File: config.mk
export PLATFORM = sky130hd
export DESIGN_NAME = clkgate_ctrl
export DESIGN_NICKNAME = d
export VERILOG_FILES = /design/src/rtl/clkgate_ctrl.sv
export SDC_FILE = /design/constraint.sdc
export NUM_CORES = 1
export LEC_CHECK = 0
export ABC_AREA = 1
export CAP_MARGIN = 10
export CORE_MARGIN = 1.5
export CORE_UTILIZATION = 44
export DETAILED_ROUTE_END_ITERATION = 10
export PLACE_DENSITY_LB_ADDON = 0.15
export SLEW_MARGIN = 25
export SYNTH_ARGS = -nofsm -noshare
export SYNTH_HDL_FRONTEND = slang
export SYNTH_SLANG_ARGS = --single-unit
export TNS_END_PERCENT = 30
File: constraint.sdc
create_clock -name clk -period 1.2 [get_ports clk]
set_input_delay 0.12 -clock clk [delete_from_list [all_inputs] [get_ports clk]]
set_output_delay 0.12 -clock clk [all_outputs]
set_load 0.005 [all_outputs]
File: src/rtl/clkgate_ctrl.sv
// clkgate_ctrl: idle-detect enable controller for a downstream clock-gate cell.
// Runs on the ungated clock. Drops `gate` after IDLE_CYCLES consecutive idle
// cycles, re-enables it on any activity, and acknowledges a wake request once
// the gated clock has run for WAKE_CYCLES cycles.
// Optional feature macro: CLKGATE_STATS_EN (gated-cycle counter).
module clkgate_ctrl #(
   parameter int unsigned IDLE_CYCLES = 16,  // 1..255
   parameter int unsigned WAKE_CYCLES = 2    // 1..15
) (
   input  logic        clk,
   input  logic        rst_n,
   input  logic        busy,
   input  logic        force_on,
   input  logic        wake_req,
   output logic        wake_ack,
   output logic        gate,
   output logic [15:0] gated_cycles
);

   typedef enum logic [1:0] {
      ST_ON   = 2'd0,
      ST_OFF  = 2'd1,
      ST_WAKE = 2'd2
   } state_t;

   localparam logic [7:0] IDLE_LAST = 8'(IDLE_CYCLES - 1);
   localparam logic [3:0] WAKE_LAST = 4'(WAKE_CYCLES - 1);

   state_t     state_q;
   logic [7:0] idle_cnt_q;
   logic [3:0] wake_cnt_q;
   logic       gate_q;
   logic       wake_ack_q;
   logic       activity;

   // Anything that needs the gated domain clocked counts as activity.
   assign activity = busy | force_on | wake_req;

   // Main FSM; gate and wake_ack are registered so the gate cell sees a clean,
   // edge-aligned enable.
   always_ff @(posedge clk) begin
      if (!rst_n) begin
         state_q    <= ST_ON;
         gate_q     <= 1'b1;
         wake_ack_q <= 1'b0;
         idle_cnt_q <= '0;
         wake_cnt_q <= '0;
      end else begin
         // Ack only from ON, so a request dropped mid-wake never gets acked
         // and force_on alone never produces one.
         wake_ack_q <= wake_req & (state_q == ST_ON);
         case (state_q)
            ST_ON: begin
               if (activity) begin
                  idle_cnt_q <= '0;
               end else if (idle_cnt_q == IDLE_LAST) begin
                  state_q    <= ST_OFF;
                  gate_q     <= 1'b0;
                  idle_cnt_q <= '0;
               end else begin
                  idle_cnt_q <= idle_cnt_q + 8'd1;
               end
            end
            ST_OFF: begin
               if (activity) begin
                  state_q    <= ST_WAKE;
                  gate_q     <= 1'b1;
                  wake_cnt_q <= '0;
               end
            end
            ST_WAKE: begin
               // Settle interval always runs to completion regardless of activity.
               if (wake_cnt_q == WAKE_LAST) begin
                  state_q    <= ST_ON;
                  idle_cnt_q <= '0;
               end else begin
                  wake_cnt_q <= wake_cnt_q + 4'd1;
               end
            end
            default: begin
               state_q <= ST_ON;
               gate_q  <= 1'b1;
            end
         endcase
      end
   end

   assign gate     = gate_q;
   assign wake_ack = wake_ack_q;

`ifdef CLKGATE_STATS_EN
   logic [15:0] gated_cycles_q;

   // Saturating count of edges where the registered gate was low.
   always_ff @(posedge clk) begin
      if (!rst_n) begin
         gated_cycles_q <= '0;
      end else if (!gate_q && (gated_cycles_q != 16'hFFFF)) begin
         gated_cycles_q <= gated_cycles_q + 16'd1;
      end
   end

   assign gated_cycles = gated_cycles_q;
`else
   assign gated_cycles = 16'h0000;
`endif

endmodule

Word-level counts from Yosys, hierarchy flattened
Cells that the tools add are included.
- $add $sub $neg: 2
- equality and inequality tests: 9
- mux-type cells: 16
- bitwise logic cells: 4
- reduce and logical (&&, ||, !) cells: 7
- operator list (kind ; number):
    8-bit two-way mux ; 3
    8-bit one-hot mux with 2 select lines ; 1
    8-bit by 1-bit adder with 8-bit output, second input constant ; 1
    8-bit by 4-bit == test with 1-bit output, second input constant ; 1
    2-bit two-way mux ; 4
    4-bit two-way mux ; 2
    2-bit inequality test, second input constant ; 4
    4-bit one-hot mux with 2 select lines ; 1
    4-bit AND reduction ; 2
    2-bit one-hot mux with 3 select lines ; 1
    4-bit by 1-bit adder with 4-bit output, second input constant ; 1
    4-bit by 1-bit == test with 1-bit output, second input constant ; 1
    2-bit nonzero test ; 2
    1-bit two-way mux ; 3
    1-bit one-hot mux with 3 select lines ; 1
    3-bit AND reduction ; 1
    2-bit by 1-bit == test with 1-bit output, second input constant ; 1
    2-bit == test, second input constant ; 1
    2-bit zero test ; 1
    2-bit by 1-bit inequality test with 1-bit output, second input constant ; 1
    1-bit bitwise OR ; 2
    2-bit AND reduction ; 1
    1-bit bitwise AND ; 1
    1-bit inverter ; 1
- register bits: 16
- input port bits: 5
- output and inout port bits: 18
- word-level logic and storage cells: 43

Depth between registers and ports, before layout
Gate-level depths: netlist (run 1).
- word-level depth: 4
- gate-level depth with buffers: 9
- gate-level depth less buffers: 8

Worst setup path after synthesis (run 1)
Ideal clock, no wire load.
- kind: reg-to-reg
- from: register idle_cnt_q[0]
- to: register idle_cnt_q[3]
- library setup time: 0.117 ns
- data arrival time: 1.112 ns
- required time: 1.083 ns
- path slack: -0.029 ns
- cell stages (with the launch flop): 9
- buffers on the path: 0
- period minus slack after synthesis: 1.229 ns
- cells stage by stage: dfxtp_1 > ha_1 > nand2_1 > nor2_2 > nand3_1 > nand2_1 > nand2_1 > nand2_1 > nor2_1
- cells in the longest elaborated chain, start to end: 4
- elaborated cells on any way between the ends: 5
- those cells by class: 1 x add/sub; 1 x eq/ne; 3 x mux
- RTL lines (what ; RTL line ; source):
    from (decl) ; 30 ; logic [7:0] idle_cnt_q;
    from (signal assigned) ; 61 ; idle_cnt_q <= idle_cnt_q + 8'd1;
    8-bit by 1-bit adder with 8-bit output or 8-bit by 4-bit == test with 1-bit output (tied branches) ; 61, 56 ;
    8-bit two-way mux * ; 56 ; end else if (idle_cnt_q == IDLE_LAST) begin
    8-bit two-way mux * ; 54 ; if (activity) begin
    8-bit one-hot mux with 2 select lines * ; 52 ; case (state_q)
Every way passes the cells marked *; elsewhere a longest branch is shown, timed or not.
A chain may end at the register's enable or synchronous reset.

Final worst setup path (run 1)
- from: register idle_cnt_q[0]
- to: register idle_cnt_q[4]
Same word-level chain as after synthesis.

==> results by group, run 1 <==
Run status
  – Status: finished clean

Clock tree
  – Clock Path Buffers: 2
  – CTS Buf Count: 3
  – Clk_lat worst skew: around 290 ps
  – CTS sink count: 16
  – CTS tree: done
  – # H-tree levels: 1
  – Clock transition at path regs: 100 ps
  – CTS root buf: clkbuf_4

Setup path
  – Crit start category: flop
  – Critical Path Fanout Max: 5
  – R2r startpoint: idle_cnt_q[0]
  – Arr. time, crit path: 1390 ps
  – CP required: approximately 1400 ps
  – Critical path type: reg2reg
  – Crit path from: idle_cnt_q[0]
  – Crit path capture type: flop

Routing
  – Pre-antenna DRT Iters: 4
  – Drt via density: approximately 4.6
  – Final ANT Viol Nets: 0
  – Drt wl/cell: between 10 and 15 um
  – # DRC: 0
  – Detailed-route via count: between 900 and 1000
  – Routed Wire Length: 2280 um
  – 1st-iter DRT viols: 15

Placement
  – Port Buf Inserts: 6
  – GPL Wtd Cong: between 0.7 and 0.8
  – Dpl ws: -163 ps
  – Post-DP HPWL: approximately 1600 um

Final layout
  – Fillcell total: between 150 and 200
  – Final nets: 188
  – Multi-input logic area: between 600 and 700 um2
  – Most frequent cells in the layout: 26 x nand2_1, 21 x buf_4, 18 x nor2_1
  – Most common library cell in the layout ignoring fill and taps: nand2_1
  – ANT cells: 0
  – Core Util, Final: between 60% and 70%
  – Register area: between 300 and 400 um2
  – Area grow syn2layout: 34.2%
  – Share of cells above drive strength 1: approximately a third

Min path
  – Min-delay src: wake_req
  – Worst min path class: in2reg

Synth
  – Seq/Total Area, Yosys: ~33%
  – Syn Inst Count: 149
  – Mean area per synthesized cell: around 6.6 um2
  – Post-synth top area cell: dfxtp_1
  – Share of the synthesized area in the top cell type: 32.7%
  – Area contributors post-synth: dfxtp_1 33%, buf_4 13%, nand2_1 13%
  – Register bit total from synthesis: 16
  – Ys Warns: 0
  – Cell area after synthesis: between 900 and 1000 um2
  – Synth cell types: 18

Power
  – Peak VDD IR: a little under 700 uV
  – Leakage power: ~0.56 nW
  – Cell Pwr Density: between 700 and 800 nW/um2

Timing
  – Final setup viols: 0
  – Final hold vios: 0
  – Final Max Slew Viols: 0
  – Min Hold Slack: approximately 450 ps
  – Post-layout worst setup margin: roughly 1.1 ps
  – Final Skew: slightly above 4 ps
  – RSZ-0062 raised after global routing: yes
  – Crit share post-route: 99.9%
  – Fin crit period: between 1000 and 1500 ps
  – Peak Freq: 0.834 GHz

GRT
  – First-pass GRT wire length: 3770 um
  – Initial antenna violation count: 0
  – All-layer global routing usage: ~20%
  – Grt ovf: 0
  – Number of global-route vias before repair: roughly 920
  – Largest net degree at the start of global routing: 10

Floorplanning
  – Die width: between 50 and 60 um
  – Core area: between 2000 and 2500 um2
  – Initial Util: between 40% and 50%
  – Ports: 23
  – DIE HEIGHT: 50.2 um
  – Row count: 16
  – Full die area: about 2500 um2

Flow run
  – Maxcap violations: 0
-- cell usage after synthesis --
cell	instances
a21oi_1	12
buf_4	17
conb_1	1
dfxtp_1	16
ha_1	3
inv_1	14
inv_2	4
nand2_1	33
nand2_2	3
nand3_1	13
nand3b_1	1
nand4_1	2
nor2_1	20
nor2_2	3
nor2_4	1
nor3_1	2
o21ai_0	2
o21ai_1	2
-- repair_timing --
item                                    CTS  global route
pin swaps                                 8             9
gates resized for setup                  16            19
buffers inserted                          0             3
hold buffers                              0             0
endpoints found under the setup margin   13            14
-- metrics by stage --
stage / setup TNS, ps / cells / instance area, um2 / power [mW]
finish: 0 / 206 / 1320 / 0.974
global route: -718 / 206 / 1320 / 1.02
CTS: -62.4 / 203 / 1230 / 0.976
detailed placement: -1350 / 199 / 1160 / 0.612
global placement: -980 / 199 / 1160 / 0.612
floorplan: 0 / 164 / 1050 / 0.615
-- registers in the layout (all words and copies together), names as in the netlist --
| register | count |
|---|---|
| idle_cnt_q | 8 |
| wake_cnt_q | 4 |
| state_q | 2 |
| gate | 1 |
| wake_ack | 1 |
-- area by class of cell --
class / instances / share of cell area [%]
multi-input cells: 113 / 47.1
flip-flops and latches: 16 / 25.2
repair buffers: 28 / 17.2
inverters: 18 / 5.14
clock buffers: 4 / 2.76
well taps: 27 / 2.57
-- worst paths after layout --
| path | cells after the start | slack [ps] | endpoint |
|---|---|---|---|
| max | 8 | 1 | idle_cnt_q[4] |
| min | 4 | 450 | wake_ack |
| max reg2reg | 8 | 1 | idle_cnt_q[4] |
| min reg2reg | 2 | 470 | gate |
-- critical path, cell delays in order, from the launching register on --
cell and delay (ps):
dfxtp_4 380, ha_4 150, nand2_4 60, nor2_4 140, nand3_2 110, nand2_2 70, nand2_2 60, nand2_4 80
a21oi_1 50
-- cells by family after synthesis --
kind of cell | after synthesis | synth area share [%]
buffers and inverters | 35 | 19.9
DFF | 16 | 32.7
AOI/OAI and AO/OA | 16 | 8.17
other | 1 | 0.383
and+or+nand+nor | 78 | 35.0
adders and majority gates | 3 | 3.83
-- routing by layer --
metal / vias to the layer above / wire length, um / GRT usage (%)
met5: - / 0 / 0
met4: 0 / 61 / 10.6
met3: 8 / 76 / 4.17
met2: 25 / 1130 / 31.4
met1: 424 / 1010 / 24.6
li1: 499 / - / -
-- where the power goes --
part / total (mW) / internal (mW) / switching, mW
sequential: 0.533 / 0.532 / 0.00159
combinational: 0.0703 / 0.0313 / 0.0390
clock: 0.371 / 0.185 / 0.186
total: 0.974 / 0.748 / 0.226
Note: power is estimated with default switching activity, not from simulation.
==> inputs of run 2 (changes only) <==
- SLEW_MARGIN: 25 -> 20
==> results of run 2 <==
Final layout, timing and power as in run 1 (identical DEF).
